### config.mk
export PLATFORM = sky130hd
export DESIGN_NAME = lcd_cmd_arbiter_flat
export DESIGN_NICKNAME = d
export VERILOG_FILES = /design/src/rtl/lcd_pkg.sv /design/src/rtl/lcd_cmd_arbiter_if.sv /design/src/rtl/lcd_cmd_arbiter_rr_pick.sv /design/src/rtl/lcd_cmd_arbiter.sv /design/src/flat_wrapper.sv
export SDC_FILE = /design/constraint.sdc
export NUM_CORES = 1
export LEC_CHECK = 0
export ABC_AREA = 1
export CORE_ASPECT_RATIO = 0.7
export CORE_UTILIZATION = 45
export CTS_BUF_LIST = sky130_fd_sc_hd__clkbuf_4
export DETAILED_ROUTE_END_ITERATION = 16
export PLACE_DENSITY = 0.66
export SYNTH_ARGS = -nofsm -noshare
export SYNTH_HDL_FRONTEND = slang
export SYNTH_SLANG_ARGS = --single-unit
### constraint.sdc
create_clock -name CLK -period 2.41 [get_ports CLK]
set_input_delay 0.3615 -clock CLK [delete_from_list [all_inputs] [get_ports CLK]]
set_output_delay 0.3615 -clock CLK [all_outputs]
set_load 0.02 [all_outputs]
### src/rtl/lcd_pkg.sv
// Shared LCD definitions: arbiter state encoding, nibble width and the
// DDRAM address commands used by the text and init sequencers.
package lcd_pkg;

    typedef enum logic [1:0] {
        ARB_IDLE,
        ARB_OWNED,
        ARB_INFLIGHT
    } arb_state_t;

    localparam int LCD_NIBBLE_W = 4;

    localparam logic [7:0] LCD_CMD_LINE1_ADDR = 8'h80;
    localparam logic [7:0] LCD_CMD_LINE2_ADDR = 8'hC0;

    // The 4-bit bus carries each byte high nibble first.
    function automatic logic [LCD_NIBBLE_W-1:0] lcd_hi_nibble(input logic [7:0] b);
        return b[7:4];
    endfunction

    function automatic logic [LCD_NIBBLE_W-1:0] lcd_lo_nibble(input logic [7:0] b);
        return b[3:0];
    endfunction

endpackage

### src/rtl/lcd_cmd_arbiter_if.sv
// Requester-side and writer-side signals of the LCD nibble command channel.
interface lcd_cmd_arbiter_if #(
    parameter int NUM_REQ = 2
);
    import lcd_pkg::*;

    logic [NUM_REQ-1:0]              req;
    logic [NUM_REQ-1:0]              reqSend;
    logic [LCD_NIBBLE_W*NUM_REQ-1:0] reqCmd;
    logic [NUM_REQ-1:0]              reqRs;
    logic [NUM_REQ-1:0]              reqReadBusy;
    logic [NUM_REQ-1:0]              grant;
    logic [NUM_REQ-1:0]              reqDone;
    logic [LCD_NIBBLE_W-1:0]         commandToSend;
    logic                            commandToSendRs;
    logic                            read_busy;
    logic                            sendCommand;
    logic                            commandDone;
    logic                            timeoutErr;
    logic                            protocolErr;

    modport slave (
        input  req, reqSend, reqCmd, reqRs, reqReadBusy, commandDone,
        output grant, reqDone, commandToSend, commandToSendRs, read_busy,
               sendCommand, timeoutErr, protocolErr
    );

    modport master (
        output req, reqSend, reqCmd, reqRs, reqReadBusy, commandDone,
        input  grant, reqDone, commandToSend, commandToSendRs, read_busy,
               sendCommand, timeoutErr, protocolErr
    );

endinterface

### src/rtl/lcd_cmd_arbiter_rr_pick.sv
// Combinational round-robin selector: one-hot of the first active request
// at or after ptr, wrapping modulo N. Zero when nothing is requested.
module rr_pick #(
    parameter int N  = 2,
    parameter int PW = (N > 1) ? $clog2(N) : 1
) (
    input  logic [N-1:0]  req,
    input  logic [PW-1:0] ptr,
    output logic [N-1:0]  gnt
);

    logic found;

    always_comb begin
        // NOTE: every variable gets a default first so no latch is inferred.
        gnt   = '0;
        found = 1'b0;
        for (int k = 0; k < N; k++) begin
            if (!found && req[(int'(ptr) + k) % N]) begin
                gnt[(int'(ptr) + k) % N] = 1'b1;
                found                    = 1'b1;
            end
        end
    end

endmodule

### src/rtl/lcd_cmd_arbiter.sv
// Locked-grant arbiter for the shared LCD nibble channel: one owner per
// transaction, one command in flight, watchdog abort of a hung writer.
module lcd_cmd_arbiter
    import lcd_pkg::*;
#(
    parameter int NUM_REQ   = 2,
    parameter int TIMEOUT_W = 20
) (
    input logic              CLK,
    input logic              RESET,
    lcd_cmd_arbiter_if.slave bus
);

    localparam int PW = (NUM_REQ > 1) ? $clog2(NUM_REQ) : 1;

    arb_state_t              state_q, state_d;
    logic [NUM_REQ-1:0]      grant_q, grant_d;
    logic [PW-1:0]           ptr_q, ptr_d;
    logic [PW-1:0]           owner_q, owner_d;
    logic [LCD_NIBBLE_W-1:0] cmd_q, cmd_d;
    logic                    rs_q, rs_d;
    logic                    rb_q, rb_d;
    logic                    send_q, send_d;
    logic                    terr_q, terr_d;
    logic                    perr_q, perr_d;
    logic [TIMEOUT_W-1:0]    wd_q, wd_d;

    logic [NUM_REQ-1:0]      pick;
    logic [PW-1:0]           pick_idx;
    logic [PW-1:0]           next_ptr;
    logic [TIMEOUT_W-1:0]    wd_inc;
    logic                    illegal_send;

    rr_pick #(.N(NUM_REQ), .PW(PW)) u_rr_pick (
        .req (bus.req),
        .ptr (ptr_q),
        .gnt (pick)
    );

    always_comb begin
        pick_idx = '0;
        for (int i = 0; i < NUM_REQ; i++) begin
            if (pick[i]) pick_idx = PW'(i);
        end
    end

    assign next_ptr = (owner_q == PW'(NUM_REQ - 1)) ? '0 : owner_q + PW'(1);
    assign wd_inc   = wd_q + TIMEOUT_W'(1);

    // A send is only legal from the owner while no command is outstanding.
    assign illegal_send = (|(bus.reqSend & ~grant_q)) ||
                          (state_q == ARB_INFLIGHT && bus.reqSend[owner_q]);

    always_comb begin
        state_d = state_q;
        grant_d = grant_q;
        ptr_d   = ptr_q;
        owner_d = owner_q;
        cmd_d   = cmd_q;
        rs_d    = rs_q;
        rb_d    = rb_q;
        send_d  = 1'b0;
        wd_d    = wd_q;
        terr_d  = terr_q;
        perr_d  = perr_q | illegal_send;

        unique case (state_q)
            ARB_IDLE: begin
                if (|bus.req) begin
                    grant_d = pick;
                    owner_d = pick_idx;
                    state_d = ARB_OWNED;
                end
            end
            ARB_OWNED: begin
                // A send in the same cycle as a dropped req defers the release.
                if (bus.reqSend[owner_q]) begin
                    cmd_d   = bus.reqCmd[int'(owner_q)*LCD_NIBBLE_W +: LCD_NIBBLE_W];
                    rs_d    = bus.reqRs[owner_q];
                    rb_d    = bus.reqReadBusy[owner_q];
                    send_d  = 1'b1;
                    wd_d    = '0;
                    state_d = ARB_INFLIGHT;
                end else if (!bus.req[owner_q]) begin
                    grant_d = '0;
                    ptr_d   = next_ptr;
                    state_d = ARB_IDLE;
                end
            end
            ARB_INFLIGHT: begin
                wd_d = wd_inc;
                if (bus.commandDone) begin
                    if (bus.req[owner_q]) begin
                        state_d = ARB_OWNED;
                    end else begin
                        grant_d = '0;
                        ptr_d   = next_ptr;
                        state_d = ARB_IDLE;
                    end
                end else if (wd_inc == '1) begin
                    terr_d  = 1'b1;
                    grant_d = '0;
                    ptr_d   = next_ptr;
                    state_d = ARB_IDLE;
                end
            end
            default: state_d = ARB_IDLE;
        endcase
    end

    always_ff @(posedge CLK) begin
        // NOTE: sequential state uses <= so every flop samples pre-edge values.
        if (RESET) begin
            state_q <= ARB_IDLE;
            grant_q <= '0;
            ptr_q   <= '0;
            owner_q <= '0;
            cmd_q   <= '0;
            rs_q    <= 1'b0;
            rb_q    <= 1'b0;
            send_q  <= 1'b0;
            wd_q    <= '0;
            terr_q  <= 1'b0;
            perr_q  <= 1'b0;
        end else begin
            state_q <= state_d;
            grant_q <= grant_d;
            ptr_q   <= ptr_d;
            owner_q <= owner_d;
            cmd_q   <= cmd_d;
            rs_q    <= rs_d;
            rb_q    <= rb_d;
            send_q  <= send_d;
            wd_q    <= wd_d;
            terr_q  <= terr_d;
            perr_q  <= perr_d;
        end
    end

    assign bus.grant           = grant_q;
    assign bus.commandToSend   = cmd_q;
    assign bus.commandToSendRs = rs_q;
    assign bus.read_busy       = rb_q;
    assign bus.sendCommand     = send_q;
    assign bus.timeoutErr      = terr_q;
    assign bus.protocolErr     = perr_q;

    // Completion goes straight back to the owner in the cycle it arrives.
    assign bus.reqDone = (state_q == ARB_INFLIGHT && bus.commandDone) ? grant_q : '0;

endmodule

### src/flat_wrapper.sv
// flat-port wrapper written by rule: the top's interface ports become plain ports
module lcd_cmd_arbiter_flat import lcd_pkg::*;
#(
    parameter int NUM_REQ   = 2,
    parameter int TIMEOUT_W = 20
)
  (CLK, RESET, bus_req, bus_reqSend, bus_reqCmd, bus_reqRs, bus_reqReadBusy, bus_commandDone, bus_grant, bus_reqDone, bus_commandToSend, bus_commandToSendRs, bus_read_busy, bus_sendCommand, bus_timeoutErr, bus_protocolErr);
  lcd_cmd_arbiter_if #(.NUM_REQ(NUM_REQ)) bus_i ();
  input logic CLK;
  input logic RESET;
  input wire logic [$bits(bus_i.req)-1:0] bus_req;
  input wire logic [$bits(bus_i.reqSend)-1:0] bus_reqSend;
  input wire logic [$bits(bus_i.reqCmd)-1:0] bus_reqCmd;
  input wire logic [$bits(bus_i.reqRs)-1:0] bus_reqRs;
  input wire logic [$bits(bus_i.reqReadBusy)-1:0] bus_reqReadBusy;
  input wire logic [$bits(bus_i.commandDone)-1:0] bus_commandDone;
  output wire logic [$bits(bus_i.grant)-1:0] bus_grant;
  output wire logic [$bits(bus_i.reqDone)-1:0] bus_reqDone;
  output wire logic [$bits(bus_i.commandToSend)-1:0] bus_commandToSend;
  output wire logic [$bits(bus_i.commandToSendRs)-1:0] bus_commandToSendRs;
  output wire logic [$bits(bus_i.read_busy)-1:0] bus_read_busy;
  output wire logic [$bits(bus_i.sendCommand)-1:0] bus_sendCommand;
  output wire logic [$bits(bus_i.timeoutErr)-1:0] bus_timeoutErr;
  output wire logic [$bits(bus_i.protocolErr)-1:0] bus_protocolErr;
  assign bus_i.req = bus_req;
  assign bus_i.reqSend = bus_reqSend;
  assign bus_i.reqCmd = bus_reqCmd;
  assign bus_i.reqRs = bus_reqRs;
  assign bus_i.reqReadBusy = bus_reqReadBusy;
  assign bus_i.commandDone = bus_commandDone;
  assign bus_grant = bus_i.grant;
  assign bus_reqDone = bus_i.reqDone;
  assign bus_commandToSend = bus_i.commandToSend;
  assign bus_commandToSendRs = bus_i.commandToSendRs;
  assign bus_read_busy = bus_i.read_busy;
  assign bus_sendCommand = bus_i.sendCommand;
  assign bus_timeoutErr = bus_i.timeoutErr;
  assign bus_protocolErr = bus_i.protocolErr;
  lcd_cmd_arbiter #(.NUM_REQ(NUM_REQ), .TIMEOUT_W(TIMEOUT_W)) u_core (.CLK(CLK), .RESET(RESET), .bus(bus_i));
endmodule
Word-level counts from Yosys, hierarchy flattened --
Index checks and enable logic that the tools add are counted.
Cells by class: add/subtract/negate cells 3, order comparisons 5, equal/unequal tests 8, shifts and indexed selects 1, mux-type cells 43, bitwise operators 7, reduce and logical (&&, ||, !) cells 20
Operators by type and width (count):
- $pmux 20 s2 | 1
- $mux 1 | 24
- $mux 2 | 12
- $add 20x1->20 const B | 1
- $eq 20x20->1 const B | 1
- $mux 20 | 1
- $pmux 2 s3 | 2
- $reduce_and 3->1 | 3
- $shiftx 8x4->4 | 1
- $reduce_and 2->1 | 3
- $reduce_or 2->1 | 3
- $logic_and 1x1->1 | 5
- $lt 1x2->1 const B | 2
- $ne 2x1->1 const B | 2
- $reduce_and 4->1 | 1
- $lt 2x3->1 const B | 1
- $ne 3x2->1 const B | 1
- $ne 3x3->1 const B | 1
- $reduce_bool 3->1 | 1
- $add 1x1->1 const B | 2
- $and 2x2->2 | 1
- $demux 1 s1 | 2
- $eq 2x1->1 const B | 1
- $eq 2x2->1 const B | 1
- other kinds (13) | 14
Word-level totals: flip-flop bits (word level) 35, input port bits 19, output and inout port bits 13, word-level logic and storage cells 98

Longest topological paths before layout --
Gate-level depths: netlist of run 1.
depth after elaboration 10, mapped depth 16, mapped depth without buffers 16

By module --
A second synthesis of run 1 with hierarchy kept.
Second synthesis, totals: cells, all modules 352, area total of the unflattened synthesis 2218.4 um2
Modules (own cells, without submodules):
- lcd_cmd_arbiter | instances 1, cells each 348, area each 2190.9 um2, seq. area each 700.7 um2
- rr_pick | instances 1, cells each 4, area each 27.5 um2, seq. area each 0.0 um2

Worst setup path after synthesis of run 1 --
No wires, ideal clock.
path type flip-flop to flip-flop, from register u_core.wd_q[1], to register u_core.state_q[0], library setup time 0.132 ns, arrival time 1.662 ns, required time 2.278 ns, path slack 0.616 ns, cell stages (with the launch flop) 15, buffers on the path 0, period minus slack after synthesis 1.794 ns, cell sequence dfxtp_1 > ha_1 > nand2_2 > nor2_4 > nand2_1 > nand2_1 > nand3_1 > nor2_1 > nand2_1 > nor2_4 > nand3_2 > nand2_4 > nand2_1 > nand2_1 > a21oi_1
On the way: cells in the longest elaborated chain, start to end 4
RTL lines:
- start: declaration | RTL line lcd_cmd_arbiter.sv:26 | logic [TIMEOUT_W-1:0] wd_q, wd_d;
- start signal: assignment | RTL line lcd_cmd_arbiter.sv:134 | wd_q <= wd_d;
- $add 20x1->20 | RTL line lcd_cmd_arbiter.sv:48 | assign wd_inc = wd_q + TIMEOUT_W'(1);
- $eq 20x20->1 | RTL line lcd_cmd_arbiter.sv:100 | end else if (wd_inc == '1) begin
- $ne 3x3->1 (no line)
- $reduce_and 3->1 (no line)
- end signal: assignment | RTL line lcd_cmd_arbiter.sv:126 | state_q <= state_d;
- end: declaration | RTL line lcd_cmd_arbiter.sv:16 | arb_state_t state_q, state_d;
No other way between the ends. A chain may end at the register's enable or synchronous reset.

Worst setup path after layout of run 1 --
from register u_core.state_q[0], to output bus_reqDone[1]
On the way: cells in the longest elaborated chain, start to end 3
RTL lines:
- $eq 2x2->1 | RTL line lcd_cmd_arbiter.sv:149 | assign bus.reqDone = (state_q == ARB_INFLIGHT && bus.commandDone) ? grant_q : '0;
- $logic_and 1x1->1 | RTL line lcd_cmd_arbiter.sv:149
- $mux 2 | RTL line lcd_cmd_arbiter.sv:149
- end: declaration | RTL line flat_wrapper.sv:18 | output wire logic [$bits(bus_i.reqDone)-1:0] bus_reqDone;
No other way between the ends.

==> out/qor.yml, run 1 <==
die_y_um: 60.81
cts_setup_buffers: 0
io_buffers: 31
syn_inst: 356
dieArea_sq_um: 5231
start_util_pct: 49.09
core_area_sq_um: 4529
min_period_ns: 2.224
rows: 20
critPathLaunchType: "register"
cts_buffers: 5
crit_required_ns: 2.05
drv_cap: 0
hold_class: "register to register"
setup_violations: 0
worstPathArrival_ns: 1.86
drt_iter0_drc: 167
syn_area_sq_um: 2223
cts-resized-gates: 0
path_clk_slew_ns: 0.11
whs_ns: 0.4876
drive_above_1_share_pct: 8.673
critPathMaxFanout: 5
yosysUniqueCellTypes: 23
viasPerCell: 5.055
critPathMaxStageDelay_ns: 0.61
antenna_cells: 0
synth_nets: 381
nets: 416
ys_warn_count: 0
cp_slowest_cell: "clkdlybuf4s50_1"
area_growth_pct: 20.54
wl_per_cell_um: 12.22
dp_hpwl_um: 4234
vdd.ir_drop.worst_mv: 0.2581
root_buffer: "clkbuf_4"
fin_util_pct: 59.17
skew_ns: 0.01350
hold_viol: 0
powerDensity_nw_per_um2: 498.6
ios: 32
slew_headroom_pct: 43.61
multi_input_area_sq_um: 1343
crit_type: "register to output port"
htreeDepth: 2
final.fill_count: 453
num_vias: 2315
cts_tree: "built"
clock_path_buffers: 2
antenna_found_initial: 0
grt_pass1_wl_um: 9390
die_x_um: 86.02
slew_viol_final: 0
gr-total-overflow: 0
clock_latency_ns: 0.33
status: "complete, no violations"
fmax_mhz: 449.7
seq_area_frac_synth_pct: 31.51
track_usage_pct: 22.95
ys_ff_latch: 35
worst_slew_pin_slew_ns: 0.8427
finalCritPeriodShare_pct: 92.27
first_global_vias: 1952
wl_um: 5596
cts.sinks: 35
leakage_nw: 0.9659
setup_tns_ns: 0
ant_nets: 0
rsz0062_at_grt: "no"
path_cells: "inv_1, ha_1, nand2_1, nor2_1, clkdlybuf4s50_1"
avgSynthCellArea_sq_um: 6.245
hold_buffers: 0
grt_max_degree: 25
drc_errors: 0
register_area_sq_um: 700.7
place.gp.congestion: 0.9277
drtPass1Iterations: 5
endpoint_kind: "output port"
## layout make-up
class	instances	area share, %
timing repair buffer	37	13.26
sequential	35	26.14
multi-input combinational	273	50.09
inverter	39	5.462
clock buffer	6	1.681
clock inverter	2	0.2801
tap	66	3.081
## per-layer routing
layer	track usage (%)	vias up	part of all wire, %
met4	4.048	0	0.48
met2	31.63	88	37
met5	0	-	0
li1	-	1224	-
met1	35.91	999	55
met3	5.306	4	6.7
## stage by stage
step / setup slack (ns) / cell area (sq um) / std cells / power (mW)
final: 0.1863 / 2680 / 458 / 1.336
after global routing: 0.03729 / 2680 / 458 / 1.427
after CTS: 0.1663 / 2680 / 458 / 1.345
after detailed placement: 0.1244 / 2628 / 450 / 1.022
after global placement: 0.2115 / 2628 / 450 / 1.025
after floorplan: 0.6158 / 2223 / 356 / 0.8726
## sequential cells by signal, indices dropped and copies added (netlist names)
register                    flops
u_core.bus.read_busy            1
u_core.ptr_q                    1
u_core.owner_q                  1
u_core.bus.sendCommand          1
u_core.bus.commandToSendRs      1
u_core.bus.commandToSend        4
u_core.bus.grant                2
u_core.bus.timeoutErr           1
u_core.wd_q                    20
u_core.state_q                  2
u_core.bus.protocolErr          1
## synthesized netlist by cell type (all sizes together)
master	instances	area [sq um]
clkbuf	9	33.78
dfxtp	35	700.7
inv	38	142.6
or2	2	12.51
mux2i	1	10.01
a21oi	26	130.1
nand2	128	505.5
clkinv	1	3.750
nand3b	2	15.01
o21a	2	15.01
o21ai	15	75.07
ha	6	75.07
nor3	3	15.01
nand4	10	62.56
nor2	40	207.7
o31ai	1	7.510
nand3	28	155.2
a31oi	9	56.30
## worst max-delay path: cells and delay by family (launching register included)
family                     cells  cell delay (ns)
buffers and inverters          2             0.70
adders and majority gates      1             0.25
DFF                            1             0.36
and+or+nand+nor                2             0.22
## cell families (layout without fill, tap and decap cells)
kind of cell / Yosys count / in the layout / synth area share [%]
fa+ha+maj: 6 / 6 / 3.376
flops: 35 / 35 / 31.51
simple gates: 213 / 213 / 43.78
buf+inv: 48 / 84 / 8.103
mux: 1 / 1 / 0.4502
compound gates: 53 / 53 / 12.77
## worst paths after layout
kind | startpoint | end | slack, ns | cells after the start
worst max-delay path | u_core.state_q[0] | bus_reqDone[1] | 0.19 | 5
worst min-delay path | u_core.bus.timeoutErr | u_core.bus.timeoutErr | 0.49 | 1
worst max register to register | u_core.wd_q[0] | u_core.state_q[1] | 0.25 | 14
worst min register to register | u_core.bus.timeoutErr | u_core.bus.timeoutErr | 0.49 | 1
## report_power, final
part	switching, mW	internal [mW]	leakage [nW]	total [mW]
sequential	0.0244	0.616	0.284	0.640
clock	0.205	0.120	0.0307	0.325
combinational	0.217	0.155	0.651	0.371
total	0.446	0.890	0.966	1.34
## cells in the final DEF (no fill, tap or decap)
master           synthesis  final
nand2_1                122    122
inv_1                   38     38
dfxtp_1                 35     35
clkdlybuf4s50_1          0     31
nor2_1                  29     29
a21oi_1                 26     26
nand3_1                 25     25
o21ai_0                 15     14
nand4_1                 10     10
a31oi_1                  9      9
nor2_4                   6      6
ha_1                     6      6
clkbuf_4                 0      6
buf_4                    0      6
nor2_2                   5      5
nand2_2                  4      4
clkinv_1                 1      3
nand3_2                  3      3
nor3_1                   3      3
nand2_4                  2      2
nand3b_1                 2      2
o21a_1                   2      2
or2_2                    2      2
mux2i_1                  1      1
o21ai_1                  0      1
o31ai_1                  1      1
No activity file was read; power rests on OpenSTA's default activity.
==> inputs of run 2 (changes only) <==
ABC_AREA = not set   (was 1)
==> run 2 against run 1 <==
- the run now ends with negative setup slack left
- worst setup slack worse by 0.25 ns
- sequential share of layout area down 2.3 points
- clock skew down 0.0033 ns
- global-route usage up 0.21 points
- die area up 0.16%
- critical path type is now register to register
==> out/qor.yml, run 2 <==
dp_hpwl_um: 4205
drt_iter0_drc: 159
synthArstFlopShare_pct: 0
ios: 32
whs_ns: 0.4848
clock_path_buffers: 2
slew_headroom_pct: 66.15
final.fill_count: 442
place.gp.congestion: 0.9633
cts_buffers: 5
status: "finished, violations left"
wl_met1_um: 3167
placed_area_sq_um: 2841
antenna_cells: 0
finalCritPeriodShare_pct: 102.8
multi_input_area_sq_um: 1479
syn_area_sq_um: 2227
synth_area_leaders: "dfxtp_1 (31%), nor2_1 (6.4%), a21oi_1 (5.6%)"
clock_latency_ns: 0.34
avgSynthCellArea_sq_um: 7.733
drc_errors: 0
track_usage_pct: 23.16
synth_top_area_share_pct: 31.46
io_buffers: 31
dieArea_sq_um: 5239
ys_ff_latch: 35
fin_cells: 418
leakage_nw: 1.061
top_layer: "met4"
grt_pass1_wl_um: 9328
htreeDepth: 2
first_global_vias: 1897
ant_nets: 0
endpoint_kind: "register"
clock_power_share_pct: 23.3
area_growth_pct: 34.04
yosysUniqueCellTypes: 59
final_area_sq_um: 2985
critPathLaunchType: "register"
critPathMaxFanout: 6
setup_violations: 6
start_util_pct: 46.83
top_register: "u_core.wd_q"
cp_slowest_cell: "or4_4"
route.met3.wl_um: 281
wl_um: 5826
root_buffer: "clkbuf_4"
ys_top_cells_by_count: "nor2_1 (38), dfxtp_1 (35), a21oi_1 (25), nand2_1 (25), o21ai_0 (17)"
hold_buffers: 0
p_int_mw: 0.8991
cts_tree: "built"
synthMostInstantiatedCell: "nor2_1"
min_period_ns: 2.478
vdd.ir_drop.worst_mv: 0.3002
drtPass1Iterations: 4
hold_viol: 0
pwr-share-comb_pct: 29.4
layout_common_cells: "buf_4 (40), nor2_1 (38), clkdlybuf4s50_1 (31)"
timing.final.ws_setup_ns: -0.06812
gr-total-overflow: 0
seq_area_frac_synth_pct: 31.46
violations: "negative setup slack"
crit_type: "register to register"
syn_inst: 288
nets: 373
path_buf_inv: 1
slew_viol_final: 0
critPathMaxStageDelay_ns: 0.50
worstPathArrival_ns: 2.73
power.switching_mw: 0.4439
pwr-share-seq_pct: 47.3
met2WireLength_um: 2334
num_vias: 2288
register_area_sq_um: 711.9
drive_above_1_share_pct: 23.50
ys.flop_type: "dfxtp_1"
synth_edf_count: 0
wl_per_cell_um: 13.94
path_clk_slew_ns: 0.11
die_y_um: 60.86
powerDensity_nw_per_um2: 449.9
fin_util_pct: 62.77
grt_max_degree: 38
antenna_found_initial: 0
drv_cap: 0
core_area_sq_um: 4756
critPathTopFamily: "simple AND/OR/NAND/NOR gates"
fmax_mhz: 403.5
crit_required_ns: 2.66
cts.sinks: 35
ys_warn_count: 0
skew_ns: 0.01016
worst_slew_pin_slew_ns: 0.5031
p_sw_share_pct: 33.05
yosysTopAreaCell: "dfxtp_1"
layout_commonest_cell: "buf_4"
largest_reg_flops: 20
place_ws_ns: -0.1220
viasPerCell: 5.474
die_x_um: 86.09
synth_nets: 313
rsz0062_at_grt: "yes"
path_cells: "nand4_1, or3_4, or4_4, a2111oi_4, nor4b_4, buf_6, o2111ai_4, o32ai_2"
placedCellCount: 408
rows: 21
hold_class: "register to register"
[run 2: metrics by stage]
step | power (mW) | TNS, ns
4_1_cts | 1.340 | -0.2763
6_report | 1.343 | -0.2545
2_1_floorplan | 0.8796 | -0.5946
5_1_grt | 1.423 | -0.8639
3_3_place_gp | 1.019 | -0.3506
3_5_place_dp | 1.024 | -0.5113
[run 2: timing repair]
item / in CTS / in global routing
pin swaps: 7 / 2
resized for setup: 9 / 8
endpoints found under the setup margin: 6 / 8
buffers inserted: 2 / 0
[run 2: kinds of logic after synthesis]
kind of cell	synth area share, %
AOI/OAI and AO/OA	24.89
buffers and inverters	5.056
adders and majority gates	3.371
DFF	31.46
and+or+nand+nor	29.61
xor gates and xnor gates	1.966
muxes	3.652
[run 2: worst register-to-register path, delay by kind of cell, from the launching register on]
kind            cells  cell delay (ns)
simple gates        4             1.29
compound gates      3             0.59
buf+inv             1             0.17
flops               1             0.34
[run 2: final cells by class]
| cell class | count | share of cell area, % |
|---|---|---|
| clock buffers | 5 | 1.257 |
| clock inverters | 3 | 0.5029 |
| inverters | 9 | 1.132 |
| multi-input cells | 225 | 49.54 |
| flip-flops and latches | 35 | 23.85 |
| well taps | 69 | 2.892 |
| repair buffers | 72 | 20.83 |
[run 2: path summary, 6_finish.rpt]
kind | startpoint | depth (start not counted) | slack (ns) | to
setup / recovery | u_core.wd_q[7] | 8 | -0.07 | u_core.bus.grant[0]
hold / removal | u_core.bus.timeoutErr | 2 | 0.48 | u_core.bus.timeoutErr
setup reg to reg | u_core.wd_q[7] | 8 | -0.07 | u_core.bus.grant[0]
hold reg to reg | u_core.bus.timeoutErr | 2 | 0.48 | u_core.bus.timeoutErr
[run 2: power groups by stage]
| stage | registers (mW) | logic (mW) | clock network, mW |
|---|---|---|---|
| floorplan | 0.669 | 0.211 | 0 |
| global placement | 0.646 | 0.373 | 0 |
| detailed placement | 0.646 | 0.378 | 0 |
| CTS | 0.634 | 0.387 | 0.319 |
| global route | 0.640 | 0.432 | 0.350 |
| finish | 0.635 | 0.395 | 0.313 |
[run 2: metal layers]
| layer | vias to the layer above | GRT usage (%) |
|---|---|---|
| met2 | 44 | 32.09 |
| li1 | 1171 | - |
| met3 | 7 | 4.626 |
| met5 | - | 0 |
| met1 | 1066 | 36.27 |
| met4 | 0 | 5.000 |
==> inputs of run 3 (changes only) <==
PLACE_DENSITY = 0.75   (was 0.66)
==> run 3 against run 2 <==
- the run still ends with negative setup slack left
- utilization up 0.29 points
- first-iteration DRC count increased by 78%
- clock power up 6.7%
- cell count increased by 1.2%
- sequential share of layout area decreased by 0.11 points
- largest power group unchanged
==> out/qor.yml, run 3 (same netlist as run 2, synthesis figures left out) <==
status: "finished, violations left"
violations: "negative setup slack"
wl_per_cell_um: 14.79
drv_cap: 0
regToRegSetupSlack_ns: -0.09
cts_tree: "built"
r2r_start: "u_core.wd_q[16]"
io_buffers: 31
dieArea_sq_um: 5239
grt_pass1_wl_um: 9763
rows: 21
clock_latency_ns: 0.34
die_x_um: 86.09
worst_slew_pin_slew_ns: 0.5842
largest_reg_flops: 20
antenna_found_initial: 0
fin_cells: 423
clock_path_buffers: 2
core_area_sq_um: 4756
worstPathArrival_ns: 2.76
viasPerCell: 5.662
path_cells: "nand3_1, or2_2, or4_4, a2111oi_4, nor4b_4, buf_6, o2111ai_4, o32ai_1"
crit_required_ns: 2.66
place_ws_ns: -0.1490
min_period_ns: 2.504
placed_area_sq_um: 2872
min_to: "u_core.bus.commandToSend[0]"
drt_iter0_drc: 283
slew_viol_final: 0
hold_buffers: 0
r2r_end: "u_core.bus.grant[0]"
crit_type: "register to register"
skew_ns: 0.003239
hold_depth: 2
antenna_cells: 0
layout_commonest_cell: "buf_4"
timing.final.ws_setup_ns: -0.09406
ff2ff_path_depth: 8
wl_um: 6255
slew_headroom_pct: 60.70
drive_above_1_share_pct: 23.45
cts.sinks: 35
vdd.ir_drop.worst_mv: 0.3507
track_usage_pct: 24.41
num_vias: 2395
finalPower_mw: 1.371
htreeDepth: 2
placedCellCount: 412
hold_viol: 0
critPathLaunchType: "register"
start_util_pct: 46.83
drtPass1Iterations: 5
cp_slowest_cell: "or4_4"
area_growth_pct: 34.66
nets: 378
critPathMaxStageDelay_ns: 0.54
ios: 32
place.gp.congestion: 0.9442
grt_max_degree: 38
powerDensity_nw_per_um2: 457.0
path_clk_slew_ns: 0.11
critPathMaxFanout: 6
dp_hpwl_um: 4650
setup_violations: 6
rsz0062_at_grt: "yes"
root_buffer: "clkbuf_4"
cts_buffers: 5
gr-total-overflow: 0
ant_nets: 0
die_y_um: 60.86
drc_errors: 0
endpoint_kind: "register"
finalCritPeriodShare_pct: 103.9
first_global_vias: 1991
hold_class: "register to register"
min-delay-start: "u_core.bus.commandToSend[0]"
fin_util_pct: 63.06
layout_common_cells: "buf_4 (45), nor2_1 (38), clkdlybuf4s50_1 (29)"
final_area_sq_um: 2999
fmax_mhz: 399.4
top_register: "u_core.wd_q"
leakage_nw: 1.134
[run 3: stage by stage]
step	setup TNS [ns]	hold WS, ns
finish	-0.4149	0.5035
global route	-1.079	0.5252
CTS	-0.2748	0.5066
detailed placement	-0.5998	0.4753
global placement	-0.07659	0.4662
floorplan	-0.5946	0.4542
[run 3: how the worst max path moves through the flow]
stage | depth (start not counted) | end | start
floorplan | 8 | u_core.ptr_q | u_core.wd_q[2]
global placement | 8 | u_core.bus.grant[0] | u_core.wd_q[6]
detailed placement | 8 | u_core.bus.grant[1] | u_core.wd_q[6]
CTS | 8 | u_core.bus.grant[1] | u_core.wd_q[7]
global route | 8 | u_core.state_q[0] | u_core.wd_q[7]
finish | 8 | u_core.bus.grant[0] | u_core.wd_q[16]
[run 3: per-layer routing]
metal	GRT usage, %	up-vias	share of wire [%]
met1	37.00	1119	48
met4	4.524	0	0.98
met2	34.92	86	43
li1	-	1180	-
met5	0	-	0
met3	6.122	10	7.5
[run 3: where the power goes]
| group | total [mW] | switching (mW) | internal [mW] |
|---|---|---|---|
| clock | 0.334 | 0.198 | 0.136 |
| combinational | 0.404 | 0.219 | 0.185 |
| sequential | 0.632 | 0.0214 | 0.611 |
[run 3: layout make-up]
type	instances	area, sq um
Multi-Input combinational cell	225	1445
Fill cell	404	1757
Inverter	9	33.78
Clock buffer	7	52.55
Tap cell	69	86.33
Timing Repair Buffer	77	664.4
Clock inverter	1	5.005
Sequential cell	35	711.9
[run 3: critical path: cells and delay by family (launching register included)]
| kind | cells | cell delay [ns] |
|---|---|---|
| AOI/OAI and AO/OA | 3 | 0.60 |
| DFF | 1 | 0.41 |
| and+or+nand+nor | 4 | 1.23 |
| buffers and inverters | 1 | 0.17 |
[run 3: repair_timing]
action / CTS / global route
setup buffers: 3 / 0
setup endpoints to repair: 6 / 8
gates resized for setup: 6 / 7
pin swaps: 6 / 2
==> variant (settings of run 3) <==
`TIMEOUT_W` is set to 20 in 2 places; all go to 40.
--- a/src/rtl/lcd_cmd_arbiter.sv
+++ b/src/rtl/lcd_cmd_arbiter.sv
@@ -6,3 +6,3 @@
     parameter int NUM_REQ   = 2,
-    parameter int TIMEOUT_W = 20
+    parameter int TIMEOUT_W = 40
 ) (
--- a/src/flat_wrapper.sv
+++ b/src/flat_wrapper.sv
@@ -4,3 +4,3 @@
     parameter int NUM_REQ   = 2,
-    parameter int TIMEOUT_W = 20
+    parameter int TIMEOUT_W = 40
 )
Check against the original RTL: same outputs for any inputs over 10 cycles, from zero or initial values and one cycle with RESET high; that may be too few to reach the edited logic, so the function may still have changed.
==> variant against run 3 <==
  * Die area is 54% higher
  * Sequential cell count grew 20
  * Worst setup slack got worse by 290 ps
  * Largest power group unchanged
  * The run still ends with setup timing left
  * Critical path type unchanged
  * Sequential share of layout area about the same
  * Power is 38% higher
  * Synthesized area rose by 56%
  * Largest cell class unchanged
  * Highest routed layer is now met5
  * Cell area grew 58%
  * Routed wire length is 87% higher
==> variant: results (changes against run 3) <==
| Metric | Value |
|---|---|
| Layout cells sized above 1 | `28.2% (+4.7 points)` |
| Clk_lat worst skew | `390 ps (+50 ps)` |
| Post-synthesis sequential area ratio | `31.7% (+0.23 points)` |
| Net count after synthesis | `483 (+54%)` |
| Met1 Track Usage GR | `39.5% (+2.5 points)` |
| Largest cells by area after synthesis | `dfxtp_1, nor2_1, a21oi_1` |
| DP Worst Slack | `-366 ps (-217 ps)` |
| CP max FO | `8 (+2)` |
| Final setup margin | `-382 ps (-288 ps)` |
| Nets | `587 (+55%)` |
| Final Skew | `12.8 ps (+9.54 ps)` |
| Largest net degree at the start of global routing | `32 (-16%)` |
| CTS clk-pin slew, worst paths | `150 ps (+40 ps)` |
| Syn-to-layout area delta | `36.7%` |
| Initial drt markers | `332 (+17%)` |
| Met2 Usage GRT | `48.7% (+14 points)` |
| Dpl cell area | `0.00443 mm2 (+54%)` |
| Via density | `6.19 (+9.2%)` |
| Count of cell types in the netlist | `58 (-1.7%)` |
| DP Cell Count | `639 (+55%)` |
| Detail Placement HPWL | `8.33 mm (+79%)` |
| Fin Setup TNS | `-1870 ps (-1460 ps)` |
| Synth cell count leaders | `nor2_1, dfxtp_1, nand2_1, a21oi_1, o21ai_0` |
| Fillers | `625 (+55%)` |
| Via Count | `4076 (+70%)` |
| Int Power | `1.28 mW (+37%)` |
| Pre-antenna DRT Iters | `6 (+1)` |
| Routed len/inst | `17.8 um (+20%)` |
| Vias in the first global route | `3773 (+90%)` |
| Final setup violation count | `6 (unchanged)` |
| All-Layer GR Usage | `29.6% (+5.2 points)` |
| Failing checks | `setup timing` |
| Outcome | `complete, but fails checks` |
| First-pass GRT wire length | `18.3 mm (+88%)` |
| Syn avg cell area | `7.59 um2 (-1.9%)` |
-- variant: worst paths after layout --
| check | startpoint | endpoint | slack [ps] |
|---|---|---|---|
| max | u_core.wd_q[26]$_SDFFE_PP0P_ | u_core.state_q[1]$_SDFFE_PP0P_ | -380 |
| min | u_core.bus.timeoutErr$_SDFFE_PP0P_ | u_core.bus.timeoutErr$_SDFFE_PP0P_ | 460 |
| min reg2reg | u_core.bus.timeoutErr$_SDFFE_PP0P_ | u_core.bus.timeoutErr$_SDFFE_PP0P_ | 460 |
| max reg2reg | u_core.wd_q[26]$_SDFFE_PP0P_ | u_core.state_q[1]$_SDFFE_PP0P_ | -380 |
-- variant: kinds of logic (layout without fill, tap and decap cells) --
kind of cell	Yosys count	in the layout	synth area share (%)
buffers and inverters	45	148	6.52
xor gates and xnor gates	13	13	3.28
DFF	55	55	31.7
adders and majority gates	6	6	2.16
AOI/OAI and AO/OA	120	120	20.8
muxes	8	8	2.34
and+or+nand+nor	211	211	33.2
-- variant: power groups by stage --
stage	registers, mW	clock network [mW]	logic [mW]
final	0.961	0.401	0.524
after CTS	0.963	0.399	0.509
after detailed placement	0.982	0	0.504
after global routing	0.966	0.437	0.563
after global placement	0.981	0	0.483
after floorplan	1.00	0	0.264
-- variant: metal layers --
layer | vias to the layer above | share of wire [%]
li1 | 1890 | -
met1 | 1903 | 43
met2 | 244 | 44
met3 | 37 | 11
met4 | 2 | 2.3
met5 | - | 0.11
-- variant: layout make-up --
type	count	area share, %
Multi-Input combinational cell	358	48.8
Sequential cell	55	23.8
Timing Repair Buffer	129	22.9
Tap cell	98	2.58
Inverter	13	1.03
Clock buffer	6	0.948
-- variant: worst max-delay path, cell delays in order (launching register included) --
cell	delay, ps
dfxtp_1	380
nand4_1	150
or4_4	560
nor4_4	270
nand4_1	170
nor4b_4	420
a31oi_4	200
or4_4	460
a21oi_2	140
-- variant: what timing repair did --
action / in CTS / in global routing
endpoints found under the setup margin: 5 / 12
pin swaps: 8 / 14
hold buffers: 0 / 0
setup buffers: 4 / 12
gates resized for setup: 20 / 26
hold endpoints to repair: 0 / 0
